[config.mk]
export PLATFORM = sky130hd
export DESIGN_NAME = divide_flat
export DESIGN_NICKNAME = d
export VERILOG_FILES = /design/src/rtl/divide_pkg.sv /design/src/rtl/divide_if.sv /design/src/rtl/divide.sv /design/src/flat_wrapper.sv
export SDC_FILE = /design/constraint.sdc
export NUM_CORES = 1
export LEC_CHECK = 0
export BUFFER_PORTS_ARGS = -buffer_cell sky130_fd_sc_hd__buf_2
export CORE_MARGIN = 1
export CORE_UTILIZATION = 60
export DETAILED_ROUTE_END_ITERATION = 8
export PLACE_DENSITY = 0.86
export SLEW_MARGIN = 30
export SYNTH_ARGS = -nofsm -noshare
export SYNTH_HDL_FRONTEND = slang
export SYNTH_SLANG_ARGS = --single-unit
[constraint.sdc]
create_clock -name clk -period 6.8 [get_ports clk]
set_input_delay 1.36 -clock clk [delete_from_list [all_inputs] [get_ports clk]]
set_output_delay 1.36 -clock clk [all_outputs]
set_load 0.005 [all_outputs]
[src/rtl/divide_pkg.sv]
// divide_pkg: shared CPU constants for the iterative divider.
//   State encoding (IDLE/BUSY/DONE), number of restoring steps per divide
//   and the width of the step counter.
package divide_pkg;

    localparam int unsigned DIV_DATA_W = 32;
    localparam int unsigned DIV_STEPS  = 32;
    localparam int unsigned DIV_CNT_W  = 5;

    localparam logic [1:0] IDLE = 2'd0;
    localparam logic [1:0] BUSY = 2'd1;
    localparam logic [1:0] DONE = 2'd2;

endpackage

[src/rtl/divide_if.sv]
// divide_if: begin/end long-latency handshake between the execute stage
// (master) and the divider (slave).
//   div_begin  : level request, held until div_end
//   div_signed : 1 = DIV, 0 = DIVU
//   div_op1    : dividend
//   div_op2    : divisor
//   quotient   : result for LO
//   remainder  : result for HI
//   div_end    : one-cycle completion pulse
//   div_busy   : divider occupied (BUSY or DONE)
interface divide_if
    import divide_pkg::*;
#(
    parameter int DATA_W = DIV_DATA_W
);

    logic              div_begin;
    logic              div_signed;
    logic [DATA_W-1:0] div_op1;
    logic [DATA_W-1:0] div_op2;
    logic [DATA_W-1:0] quotient;
    logic [DATA_W-1:0] remainder;
    logic              div_end;
    logic              div_busy;

    modport master (
        output div_begin, div_signed, div_op1, div_op2,
        input  quotient, remainder, div_end, div_busy
    );

    modport slave (
        input  div_begin, div_signed, div_op1, div_op2,
        output quotient, remainder, div_end, div_busy
    );

endinterface

[src/rtl/divide.sv]
// divide: iterative radix-2 restoring divider (DIV/DIVU) for the execute
// stage. One quotient bit per cycle; div_end arrives 33 cycles after the
// start cycle. Dropping div_begin while busy cancels the operation.
//   clk    : system clock, rising edge
//   resetn : asynchronous active-low reset
//   dif    : divide_if.slave (request, operands, results, end/busy)
// Optional macro DIV_ZERO_FAST_EN: a zero divisor completes in one cycle
// with the same result the full iteration would produce.
module divide
    import divide_pkg::*;
#(
    parameter int DATA_W = DIV_DATA_W
)
(
    input  logic    clk,
    input  logic    resetn,
    divide_if.slave dif
);

    logic [1:0]            state;
    logic [DIV_CNT_W-1:0]  cnt;
    logic [DATA_W-1:0]     divisor;
    logic [2*DATA_W-1:0]   acc;        // {partial remainder, dividend/quotient}
    logic                  q_neg;
    logic                  r_neg;
    logic [DATA_W-1:0]     q_r;
    logic [DATA_W-1:0]     r_r;

    logic                  op1_neg;
    logic                  op2_neg;
    logic [DATA_W-1:0]     op1_abs;
    logic [DATA_W-1:0]     op2_abs;
    logic [DATA_W:0]       trial;
    logic [2*DATA_W-1:0]   acc_step;
    logic [DATA_W-1:0]     q_fix;
    logic [DATA_W-1:0]     r_fix;
    logic                  last_step;

    always_comb begin
        op1_neg  = dif.div_signed & dif.div_op1[DATA_W-1];
        op2_neg  = dif.div_signed & dif.div_op2[DATA_W-1];
        op1_abs  = op1_neg ? -dif.div_op1 : dif.div_op1;
        op2_abs  = op2_neg ? -dif.div_op2 : dif.div_op2;

        // Shifted remainder is acc[2W-1:W-1]. Because rem < divisor, a
        // W+1-bit difference has its MSB set exactly when the shifted
        // remainder is smaller than the divisor.
        trial    = acc[2*DATA_W-1:DATA_W-1] - {1'b0, divisor};
        acc_step = trial[DATA_W] ? {acc[2*DATA_W-2:0], 1'b0}
                                 : {trial[DATA_W-1:0], acc[DATA_W-2:0], 1'b1};

        q_fix    = q_neg ? -acc_step[DATA_W-1:0] : acc_step[DATA_W-1:0];
        r_fix    = r_neg ? -acc_step[2*DATA_W-1:DATA_W]
                         : acc_step[2*DATA_W-1:DATA_W];
        last_step = (cnt == DIV_CNT_W'(DIV_STEPS - 1));
    end

    always_ff @(posedge clk or negedge resetn) begin
        if (!resetn) begin
            state   <= IDLE;
            cnt     <= '0;
            divisor <= '0;
            acc     <= '0;
            q_neg   <= 1'b0;
            r_neg   <= 1'b0;
            q_r     <= '0;
            r_r     <= '0;
        end else begin
            case (state)
                IDLE: begin
                    if (dif.div_begin) begin
                        divisor <= op2_abs;
                        acc     <= {{DATA_W{1'b0}}, op1_abs};
                        q_neg   <= op1_neg ^ op2_neg;
                        r_neg   <= op1_neg;
                        cnt     <= '0;
`ifdef DIV_ZERO_FAST_EN
                        // Same values the 32-step iteration yields for a
                        // zero divisor after sign fixup.
                        if (dif.div_op2 == '0) begin
                            q_r   <= {{(DATA_W-1){~op1_neg}}, 1'b1};
                            r_r   <= dif.div_op1;
                            state <= DONE;
                        end else begin
                            state <= BUSY;
                        end
`else
                        state   <= BUSY;
`endif
                    end
                end
                BUSY: begin
                    if (!dif.div_begin) begin
                        state <= IDLE;
                    end else begin
                        acc <= acc_step;
                        cnt <= cnt + 1'b1;
                        if (last_step) begin
                            q_r   <= q_fix;
                            r_r   <= r_fix;
                            state <= DONE;
                        end
                    end
                end
                DONE:    state <= IDLE;
                default: state <= IDLE;
            endcase
        end
    end

    assign dif.quotient  = q_r;
    assign dif.remainder = r_r;
    assign dif.div_end   = (state == DONE);
    assign dif.div_busy  = (state == BUSY) || (state == DONE);

endmodule

[src/flat_wrapper.sv]
// flat-port wrapper written by rule: the top's interface ports become plain ports
module divide_flat import divide_pkg::*;
#(
    parameter int DATA_W = DIV_DATA_W
)
  (clk, resetn, dif_div_begin, dif_div_signed, dif_div_op1, dif_div_op2, dif_quotient, dif_remainder, dif_div_end, dif_div_busy);
  divide_if #(.DATA_W(DATA_W)) dif_i ();
  input  logic clk;
  input  logic resetn;
  input wire logic [$bits(dif_i.div_begin)-1:0] dif_div_begin;
  input wire logic [$bits(dif_i.div_signed)-1:0] dif_div_signed;
  input wire logic [$bits(dif_i.div_op1)-1:0] dif_div_op1;
  input wire logic [$bits(dif_i.div_op2)-1:0] dif_div_op2;
  output wire logic [$bits(dif_i.quotient)-1:0] dif_quotient;
  output wire logic [$bits(dif_i.remainder)-1:0] dif_remainder;
  output wire logic [$bits(dif_i.div_end)-1:0] dif_div_end;
  output wire logic [$bits(dif_i.div_busy)-1:0] dif_div_busy;
  assign dif_i.div_begin = dif_div_begin;
  assign dif_i.div_signed = dif_div_signed;
  assign dif_i.div_op1 = dif_div_op1;
  assign dif_i.div_op2 = dif_div_op2;
  assign dif_quotient = dif_i.quotient;
  assign dif_remainder = dif_i.remainder;
  assign dif_div_end = dif_i.div_end;
  assign dif_div_busy = dif_i.div_busy;
  divide #(.DATA_W(DATA_W)) u_core (.clk(clk), .resetn(resetn), .dif(dif_i));
endmodule
# Word level (Yosys, flattened, before mapping)

Index checks and enable logic that the tools add are counted.

Bits in registers: 169
Output and inout bits: 66

Mux-type cells: 15
Equality and inequality tests: 6
Add/subtract/negate cells: 6
Reductions and logical operators: 7
Bitwise gates (word level): 3

Operators by type and width:

| kind                                                                  | number |
|---|---|
| 64-bit 2-to-1 mux                                                     | 3 |
| 32-bit 2-to-1 mux                                                     | 4 |
| 32-bit negator                                                        | 4 |
| 64-bit one-hot mux with 2 select lines                                | 1 |
| 33-bit by 32-bit subtractor with 33-bit output                        | 1 |
| 5-bit 2-to-1 mux                                                      | 2 |
| 5-bit one-hot mux with 2 select lines                                 | 1 |
| 2-bit 2-to-1 mux                                                      | 3 |
| 3-bit AND reduction                                                   | 2 |
| 5-bit by 1-bit adder with 5-bit output, second input constant         | 1 |
| 5-bit equality test, second input constant                            | 1 |
| 2-bit != test, second input constant                                  | 2 |
| 2-bit one-hot mux with 2 select lines                                 | 1 |
| 2-bit AND reduction                                                   | 2 |
| 3-bit by 2-bit != test with 1-bit output, second input constant       | 1 |
| 1-bit AND                                                             | 2 |
| 2-bit by 1-bit equality test with 1-bit output, second input constant | 1 |
| 2-bit equality test, second input constant                            | 1 |
| 2-bit zero test                                                       | 1 |
| 2-bit nonzero test                                                    | 1 |
| 1-bit logical OR                                                      | 1 |
| 1-bit bitwise XOR                                                     | 1 |

# Depth between registers and ports, before layout

Gate-level depths: netlist (run 1).

Depth after elaboration: 4
Gate-level depth with buffers: 22
Mapped depth without buffers: 20

# Least setup slack after synthesis (run 1)

No wires, ideal clock.

Path type: register -> register
Start: register u_core.acc[31]
End: register u_core.r_r[30] (netlist: u_core.dif.remainder[30])
Clock period less this slack: 4708 ps
Data required time: 6669 ps
Stages on the path, launching flop included: 23
Data arrival time: 4577 ps
Slack: 2092 ps
Path through: dfrtp_1 > inv_1 > ha_1 > fa_1 > nand2b_1 > a211oi_2 > o211a_1 > o211ai_1 > o211a_2 > inv_8 > clkbuf_8 > clkbuf_1 > nor2_1 > a21oi_1 > ha_1 > nand2_1 > a2111o_1 > or3_4 > o31ai_4 > o211ai_2 > o31ai_2 > xnor2_1 > o21ai_1

Cells in the longest elaborated chain, start to end: 4

Ends and longest elaborated chain:

| what                                           | RTL line      | source |
|---|---|---|
| start: declaration                             | divide.sv:23  | `logic [2*DATA_W-1:0] acc;` |
| start signal: assignment                       | divide.sv:73  | `acc <= {{DATA_W{1'b0}}, op1_abs};` |
| start signal: assignment                       | divide.sv:96  | `acc <= acc_step;` |
| 33-bit by 32-bit subtractor with 33-bit output | divide.sv:48  | `trial = acc[2*DATA_W-1:DATA_W-1] - {1'b0, divisor};` |
| 64-bit 2-to-1 mux *                            | divide.sv:49  | `acc_step = trial[DATA_W] ? {acc[2*DATA_W-2:0], 1'b0}` |
| 32-bit negator                                 | divide.sv:53  | `r_fix = r_neg ? -acc_step[2*DATA_W-1:DATA_W]` |
| 32-bit 2-to-1 mux *                            | divide.sv:53  |  |
| end signal: assignment                         | divide.sv:100 | `r_r <= r_fix;` |
| end: declaration                               | divide.sv:27  | `logic [DATA_W-1:0] r_r;` |

Every way passes the cells marked *; elsewhere a longest branch is shown, timed or not.
A chain may end at the register's enable or synchronous reset.

# Worst setup path in the final report (run 1)

Start: register u_core.acc[31]
End: register u_core.r_r[24] (netlist: u_core.dif.remainder[24])

The elaborated chain is that of the path after synthesis.

==> summary.md, run 1 <==
| Metric | Value |
|---|---|
| Post-synth cell types | 86 |
| Global-route wire length before repair | 50010 um |
| Gate power share | 60.0% |
| R2r worst-path depth | 20 |
| Fin. max-slew vios | 0 |
| Top FF cell, synth | dfrtp_1 |
| Total global-route track usage | 31.44% |
| CTS Sinks | 169 |
| Worst reg2reg endpoint | u_core.dif.remainder[24] |
| Clock Pin Slew Worst Setup and Hold Paths | 0.07 ns |
| CP Cell Sequence | inv_1 -> ha_1 -> fa_1 -> nand2b_1 -> a211oi_2 -> o211a_1 -> o211ai_1 -> o211a_2 -> inv_8 -> nor2_1 -> a21oi_1 -> ha_1 -> nand2_1 -> a2111o_1 -> or3_4 -> o31ai_4 -> nand3_1 -> o31ai_2 -> xnor2_1 -> o21ai_1 |
| Relative slew slack | 35.28% |
| Inserted Clock Buffers | 17 |
| Top-area cell type share of the netlist area | 35.73% |
| First-pass DRT Iterations | 7 |
| EDFF count, synth | 0 |
| Cell taking the most area after synthesis | dfrtp_1 |
| FF-to-FF Start | u_core.acc[31] |
| Crit path time final | 5.105 ns |
| Largest stage delay on the critical path | 0.45 ns |
| Drt drc | 0 |
| CP Launch Type | flop |
| Routed wire per std cell | 17.49 um |
| Number of global-route vias before repair | 9616 |
| Final core utilization | 67.75% |
| Clock skew | 0.01368 ns |
| Yosys warns | 0 |
| Critical path endpoint | u_core.dif.remainder[24] |
| Worst setup EP type | flop |
| Crit Path Max Fanout | 46 |
| Largest net degree at the start of global routing | 128 |
| Flop2flop setup slack | 1.69 ns |
| P per Cell Area | 482.3 nW/um2 |
| # IOs | 134 |
| Most frequent cells in the layout | nand2_1, o21ai_0, dfrtp_1 |
| Most used cell, CP | ha_1 |
| Yosys reg bits | 169 |
| Power Internal | 3.130 mW |
| Final GP Congestion | 0.9535 |
| Critical path origin | u_core.acc[31] |
| Most common cell after layout, fill and taps aside | nand2_1 |
| Worst hold path type | flop to flop |
| Core ar. | 19400 um2 |
| Bufs on Longest Clock Path | 2 |
| Clock network power share | 15.5% |
| Remaining global-route overflow | 0 |
| Via count | 10750 |
| CP required | 7.09 ns |
| Slowest cell on the critical path | a2111o_1 |
| Port-buffer cells | 133 |
| Clock latency on the worst-skew pair | 0.44 ns |
| H-tree level count | 4 |
| Post-Syn Nets | 1533 |
| Setup violations, final | 0 |
| Net Sw Power | 3.209 mW |
| Post-CTS setup buffer count | 0 |
| Synth Cell Area | 11840 um2 |
| Sequential area share after synthesis | 35.73% |
| Syn Inst Count | 1423 |
| Die Area | 20290 um2 |
| VDD IR max | 228.8 uV |
| ANT nets after route | 0 |
| Initial Utilization | 61.02% |
| Kind of critical path | flop to flop |
| Hold Buf Count CTS | 0 |
| Dpl hpwl | 23730 um |
| Die height | 142.5 um |
| Synth area leaders | dfrtp_1, o21ai_0, nand2_1 |
| Setup TNS Final | 0 ns |
| Row count | 51 |
| Status | finished clean |
| Routed vias/inst | 6.004 |
| Routed WL | 31310 um |
| CTS tree | done |
| Slew @ Worst Pin | 0.9708 ns |
| Final hold viol count | 0 |
| CTS Root Cell | clkbuf_16 |
| Max Freq | 0.1959 GHz |
| RSZ-0062 raised after global routing | false |
| DRT iter0 DRCs | 1235 |
| Number of antenna diodes | 0 |
| Average size of a mapped cell | 8.319 um2 |
| Flop pwr share | 24.4% |
| Post-synth ARST share | 100.0% |
| Cts repair resizes | 0 |
| Layout cells sized above 1 | 13.97% |
| Final Cycle Share | 75.08% |
| Worst endpoint data arrival time | 5.39 ns |
| # Max-Cap Violations | 0 |
| Sw Share | 50.63% |
| Syn-to-layout area delta | 11.02% |
| Nets | 1622 |
| Die width | 142.5 um |
| Antenna violations before repair | 0 |
| Leak pwr | 5.931 nW |
## cell type report
cell class | instances | area (um2)
fillers | 1627 | 6256
clock inverters | 14 | 155.1
multi-input cells | 1134 | 7068
flip-flops and latches | 169 | 4229
well taps | 265 | 331.6
repair buffers | 141 | 738.2
inverters | 49 | 191.4
clock buffers | 18 | 429.2
## metal layers
metal	GRT usage, %	routed length [um]	up-vias
li1	-	-	5218
met1	48.97	14870	4990
met2	45.43	13150	500
met3	4.206	2838	39
met4	7.753	460	0
met5	0	0	-
## cell usage after synthesis (11+ instances only)
library cell / instances
a21oi_1: 82
o21ai_0: 202
dfrtp_1: 169
nand2_1: 226
nand4_1: 12
xnor2_1: 62
clkbuf_1: 48
xor2_1: 86
inv_1: 48
o21ai_1: 23
nor3_1: 31
ha_1: 41
nor2_1: 88
o31ai_1: 20
a22oi_1: 14
nand2b_1: 11
or3_1: 12
mux2i_1: 34
o41ai_1: 15
or4_1: 11
nand3_1: 15
## worst min path at each step
stage	slack [ns]	cells after the start	from	to
6_report	0.47	2	u_core.dif.remainder[17]	u_core.dif.remainder[17]
5_1_grt	0.48	2	u_core.dif.remainder[17]	u_core.dif.remainder[17]
4_1_cts	0.48	2	u_core.dif.remainder[1]	u_core.dif.remainder[1]
3_5_place_dp	0.46	2	u_core.dif.remainder[1]	u_core.dif.remainder[1]
3_3_place_gp	0.46	2	u_core.dif.quotient[11]	u_core.dif.quotient[11]
2_1_floorplan	0.45	2	u_core.divisor[10]	u_core.divisor[10]
## power groups by stage
stage          Sequential [mW]  Combinational, mW  Clock [mW]
2_1_floorplan             1.44               2.91           0
3_3_place_gp              1.53               3.62           0
3_5_place_dp              1.55               3.68           0
4_1_cts                   1.53               3.71       0.989
5_1_grt                   1.57               4.16        1.04
6_report                  1.55               3.81       0.985
## critical path, delay by kind of cell, from the launching register on
family                   cells  cell delay [ns]
AO/OA/AOI/OAI                9             2.24
adder cells (fa/ha/maj)      3             0.92
AND/OR/NAND/NOR              5             0.91
flip-flops                   1             0.41
buffers and inverters        2             0.31
XOR/XNOR                     1             0.15
## per-stage QoR
stage / std cells / cell area [um2] / setup WS [ns] / hold WS, ns / total power, mW
after floorplan: 1423 / 11840 / 2.092 / 0.4498 / 4.349
after global placement: 1758 / 12550 / 2.005 / 0.4568 / 5.153
after detailed placement: 1758 / 12560 / 1.805 / 0.4648 / 5.231
after CTS: 1790 / 13140 / 1.760 / 0.4808 / 6.233
after global routing: 1790 / 13140 / 1.421 / 0.4850 / 6.772
final: 1790 / 13140 / 1.695 / 0.4734 / 6.339
## flip-flops by register name, indices dropped and copies added (netlist names)
register	count
u_core.acc	64
u_core.cnt	5
u_core.dif.quotient	32
u_core.dif.remainder	32
u_core.divisor	32
u_core.q_neg	1
u_core.r_neg	1
u_core.state	2
## logic make-up after synthesis
logic type	Yosys count	share of synthesized area (%)
AO/OA/AOI/OAI	445	23.02
buffers and inverters	120	4.767
AND/OR/NAND/NOR	464	18.06
adder cells (fa/ha/maj)	42	4.503
XOR/XNOR	148	10.95
multiplexers	35	2.970
flip-flops	169	35.73
Note: power is estimated with default switching activity, not from simulation.
==> inputs of run 2 (changes only) <==
--- a/config.mk
+++ b/config.mk
@@ -5,11 +5,12 @@
 export SDC_FILE = /design/constraint.sdc
 export NUM_CORES = 1
 export LEC_CHECK = 0
+export ABC_AREA = 1
 export BUFFER_PORTS_ARGS = -buffer_cell sky130_fd_sc_hd__buf_2
 export CORE_MARGIN = 1
 export CORE_UTILIZATION = 60
 export DETAILED_ROUTE_END_ITERATION = 8
-export PLACE_DENSITY = 0.86
+export PLACE_DENSITY = 0.85
 export SLEW_MARGIN = 30
 export SYNTH_ARGS = -nofsm -noshare
 export SYNTH_HDL_FRONTEND = slang
==> constraint.sdc (replaced) <==
create_clock -name clk -period 5.1 [get_ports clk]
set_input_delay 1.02 -clock clk [delete_from_list [all_inputs] [get_ports clk]]
set_output_delay 1.02 -clock clk [all_outputs]
set_load 0.005 [all_outputs]
==> run 2 against run 1 <==
Sequential share of layout area decreased by 2.2 points. Cell count increased by 26%. First-iteration DRC count decreased by 15%.
==> summary.md, run 2 <==
| Metric | Value |
|---|---|
| CTS Root Cell | clkbuf_16 |
| RSZ-0062 raised after global routing | false |
| Worst hold path type | flop to flop |
| Largest net degree at the start of global routing | 103 (-20%) |
| Remaining global-route overflow | 0 (unchanged) |
| Top-area cell type share of the netlist area | 33.31% (-2.4 points) |
| Setup TNS Final | 0 ns (unchanged) |
| First-pass DRT Iterations | 5 (-2) |
| Routed wire per std cell | 16.33 um (-6.6%) |
| Inserted Clock Buffers | 17 (unchanged) |
| Yosys reg bits | 169 (unchanged) |
| Hold Buf Count CTS | 0 (unchanged) |
| ANT nets after route | 0 (unchanged) |
| Post-synth ARST share | 100.0% (unchanged) |
| Die width | 147.5 um (+3.5%) |
| Top FF cell, synth | dfrtp_1 |
| Syn-to-layout area delta | 11.03% (about the same) |
| Hold_ws | 0.4735 ns (+0.0001380 ns) |
| Critical path origin | u_core.acc[31] |
| Routed WL | 36960 um (+18%) |
| Crit Path Max Fanout | 6 (-87%) |
| Number of antenna diodes | 0 (unchanged) |
| EDFF count, synth | 0 (unchanged) |
| Flop pwr share | 22.0% (-2.4 points) |
| Core ar. | 20490 um2 (+5.7%) |
| Routed vias/inst | 5.609 (-6.6%) |
| Fin. max-slew vios | 0 (unchanged) |
| VDD IR max | 371.2 uV (+62%) |
| Row count | 52 (+2.0%) |
| Largest stage delay on the critical path | 0.43 ns (-0.02 ns) |
| DRT iter0 DRCs | 1049 (-15%) |
| # Max-Cap Violations | 0 (unchanged) |
| H-tree level count | 4 (unchanged) |
| Most common cell after layout, fill and taps aside | nand2_1 |
| CP Launch Type | flop |
| Largest reg by FF count | u_core.acc |
| R2r worst-path depth | 26 (+30%) |
| Synth area leaders | dfrtp_1, nand2_1, inv_1 |
| Via count | 12690 (+18%) |
| Slowest cell on the critical path | o41ai_1 |
| Bufs on Longest Clock Path | 2 (unchanged) |
| Placed cell area | 13500 um2 (+7.5%) |
| Max reg flops | 64 (unchanged) |
| Clock network power share | 14.8% (-0.7 points) |
| Layout cells sized above 1 | 12.49% (-1.5 points) |
| Cts repair resizes | 0 (unchanged) |
| CTS tree | done |
| Sw Share | 53.76% (+3.1 points) |
| Nets | 2090 (+29%) |
| CP required | 5.41 ns (-1.68 ns) |
| Fin cells | 2263 (+26%) |
| Syn Inst Count | 1876 (+32%) |
| Final Cycle Share | 78.54% (+3.5 points) |
| FF-to-FF Start | u_core.acc[31] |
| Total global-route track usage | 34.98% (+3.5 points) |
| Count leader, synth | nand2_1 |
| # IOs | 134 (unchanged) |
| Synth Cell Area | 12700 um2 (+7.3%) |
| Crit path time final | 4.006 ns (-1.100 ns) |
| Die Area | 21750 um2 (+7.1%) |
| Final instance area | 14100 um2 (+7.3%) |
| Worst reg2reg endpoint | u_core.dif.quotient[28] |
| Most used cell, CP | nand2_4 |
| Cell taking the most area after synthesis | dfrtp_1 |
| Initial Utilization | 61.95% (+0.92 points) |
| Slew @ Worst Pin | 0.8893 ns (-0.08144 ns) |
| Number of fill cells in the layout | 1823 (+12%) |
| Leak pwr | 7.630 nW (+29%) |
| Antenna violations before repair | 0 (unchanged) |
| Number of global-route vias before repair | 11820 (+23%) |
| Most frequent cells in the layout | nand2_1, inv_1, dfrtp_1 |
| Flop2flop setup slack | 1.09 ns (-0.60 ns) |
| Power Internal | 4.155 mW (+33%) |
| Status | finished clean |
| Global-route wire length before repair | 59780 um (+20%) |
| Setup violations, final | 0 (unchanged) |
| Post-Syn Nets | 1986 (+30%) |
| Post-synth cell types | 45 (-48%) |
| WP buf/inv | 4 (+2) |
| Drt drc | 0 (unchanged) |
| Clock latency on the worst-skew pair | 0.44 ns (about the same) |
| P per Cell Area | 637.5 nW/um2 (+32%) |
| Relative slew slack | 40.09% (+4.8 points) |
| Max Freq | 0.2497 GHz (+27%) |
| Sequential area share after synthesis | 33.31% (-2.4 points) |
| Post-CTS setup buffer count | 0 (unchanged) |
| Hold worst-path end | u_core.dif.remainder[27] |
| Post-synth top cells | nand2_1, inv_1, dfrtp_1, nor2_1, o21ai_0 |
| Hold-critical path depth | 2 (unchanged) |
| Worst endpoint data arrival time | 4.32 ns (-1.07 ns) |
| Hold path start | u_core.dif.remainder[27] |
| Dpl hpwl | 28400 um (+20%) |
| Crit-path leading delay family | simple AND/OR/NAND/NOR gates |
| DP Cell Count | 2231 (+27%) |
| Yosys warns | 0 (unchanged) |
| Clock skew | 0.01609 ns (+0.002411 ns) |
| Port-buffer cells | 133 (unchanged) |
| Kind of critical path | flop to flop |
| Final GP Congestion | 0.9770 (+2.5%) |
| Worst setup EP type | flop |
| CTS Sinks | 169 (unchanged) |
| Die height | 147.5 um (+3.5%) |
| Net Sw Power | 4.831 mW (+51%) |
| Clock Pin Slew Worst Setup and Hold Paths | 0.07 ns (about the same) |
| Gate power share | 63.2% (+3.2 points) |
| Final hold viol count | 0 (unchanged) |
| Average size of a mapped cell | 6.768 um2 (-19%) |
run 2: worst max path at each step:
stage / endpoint / slack, ns / cells past startpoint
4_1_cts: u_core.dif.quotient[28] / 1.08 / 26
2_1_floorplan: u_core.dif.quotient[28] / 1.33 / 28
6_report: u_core.dif.quotient[28] / 1.09 / 26
3_5_place_dp: u_core.dif.quotient[28] / 1.13 / 26
5_1_grt: u_core.dif.quotient[28] / 0.55 / 26
3_3_place_gp: u_core.dif.quotient[28] / 1.25 / 26
run 2: layer usage:
| metal | up-vias | GRT usage, % | wire, um |
|---|---|---|---|
| met5 | - | 0 | 0 |
| met4 | 0 | 14.48 | 1426 |
| met3 | 95 | 4.290 | 2457 |
| met2 | 515 | 56.60 | 17320 |
| met1 | 5855 | 47.61 | 15760 |
| li1 | 6228 | - | - |
run 2: layout make-up:
cell class	count	area (um2)	area share [%]
repair buffers	142	742.0	5.264
clock buffers	18	439.2	3.116
multi-input cells	1388	7208	51.14
flip-flops and latches	169	4229	30.00
well taps	270	337.8	2.397
clock inverters	14	156.4	1.110
inverters	262	983.4	6.977
run 2: metrics by stage:
| stage | total power, mW | util, % | worst slack, ns |
|---|---|---|---|
| floorplan | 6.183 | - | 1.333 |
| global placement | 7.431 | 65.86 | 1.248 |
| detailed placement | 7.537 | 65.86 | 1.131 |
| CTS | 8.903 | 68.77 | 1.085 |
| global route | 9.724 | 68.78 | 0.5470 |
| finish | 8.986 | 68.78 | 1.094 |
run 2: power by group through the flow:
| stage | Sequential (mW) | Combinational (mW) | Clock [mW] |
|---|---|---|---|
| after CTS | 1.97 | 5.60 | 1.34 |
| after global placement | 1.97 | 5.46 | 0 |
| after floorplan | 1.87 | 4.31 | 0 |
| after detailed placement | 1.99 | 5.55 | 0 |
| after global routing | 2.01 | 6.32 | 1.39 |
| final | 1.98 | 5.68 | 1.33 |
run 2: cells by family (layout without fill, tap and decap cells):
group           after synthesis  count (layout)  synth area share [%]
xor+xnor                    101             101                 6.968
flops                       169             169                 33.31
fa+ha+maj                    42              42                 4.198
compound gates              278             278                 13.02
simple gates                967             967                 32.51
buf+inv                     319             436                 9.993
run 2: tightest hold or removal path: cells and delay by family, from the launching register on:
family,cells,cell delay (ns)
and+or+nand+nor,2,0.10
DFF,1,0.34
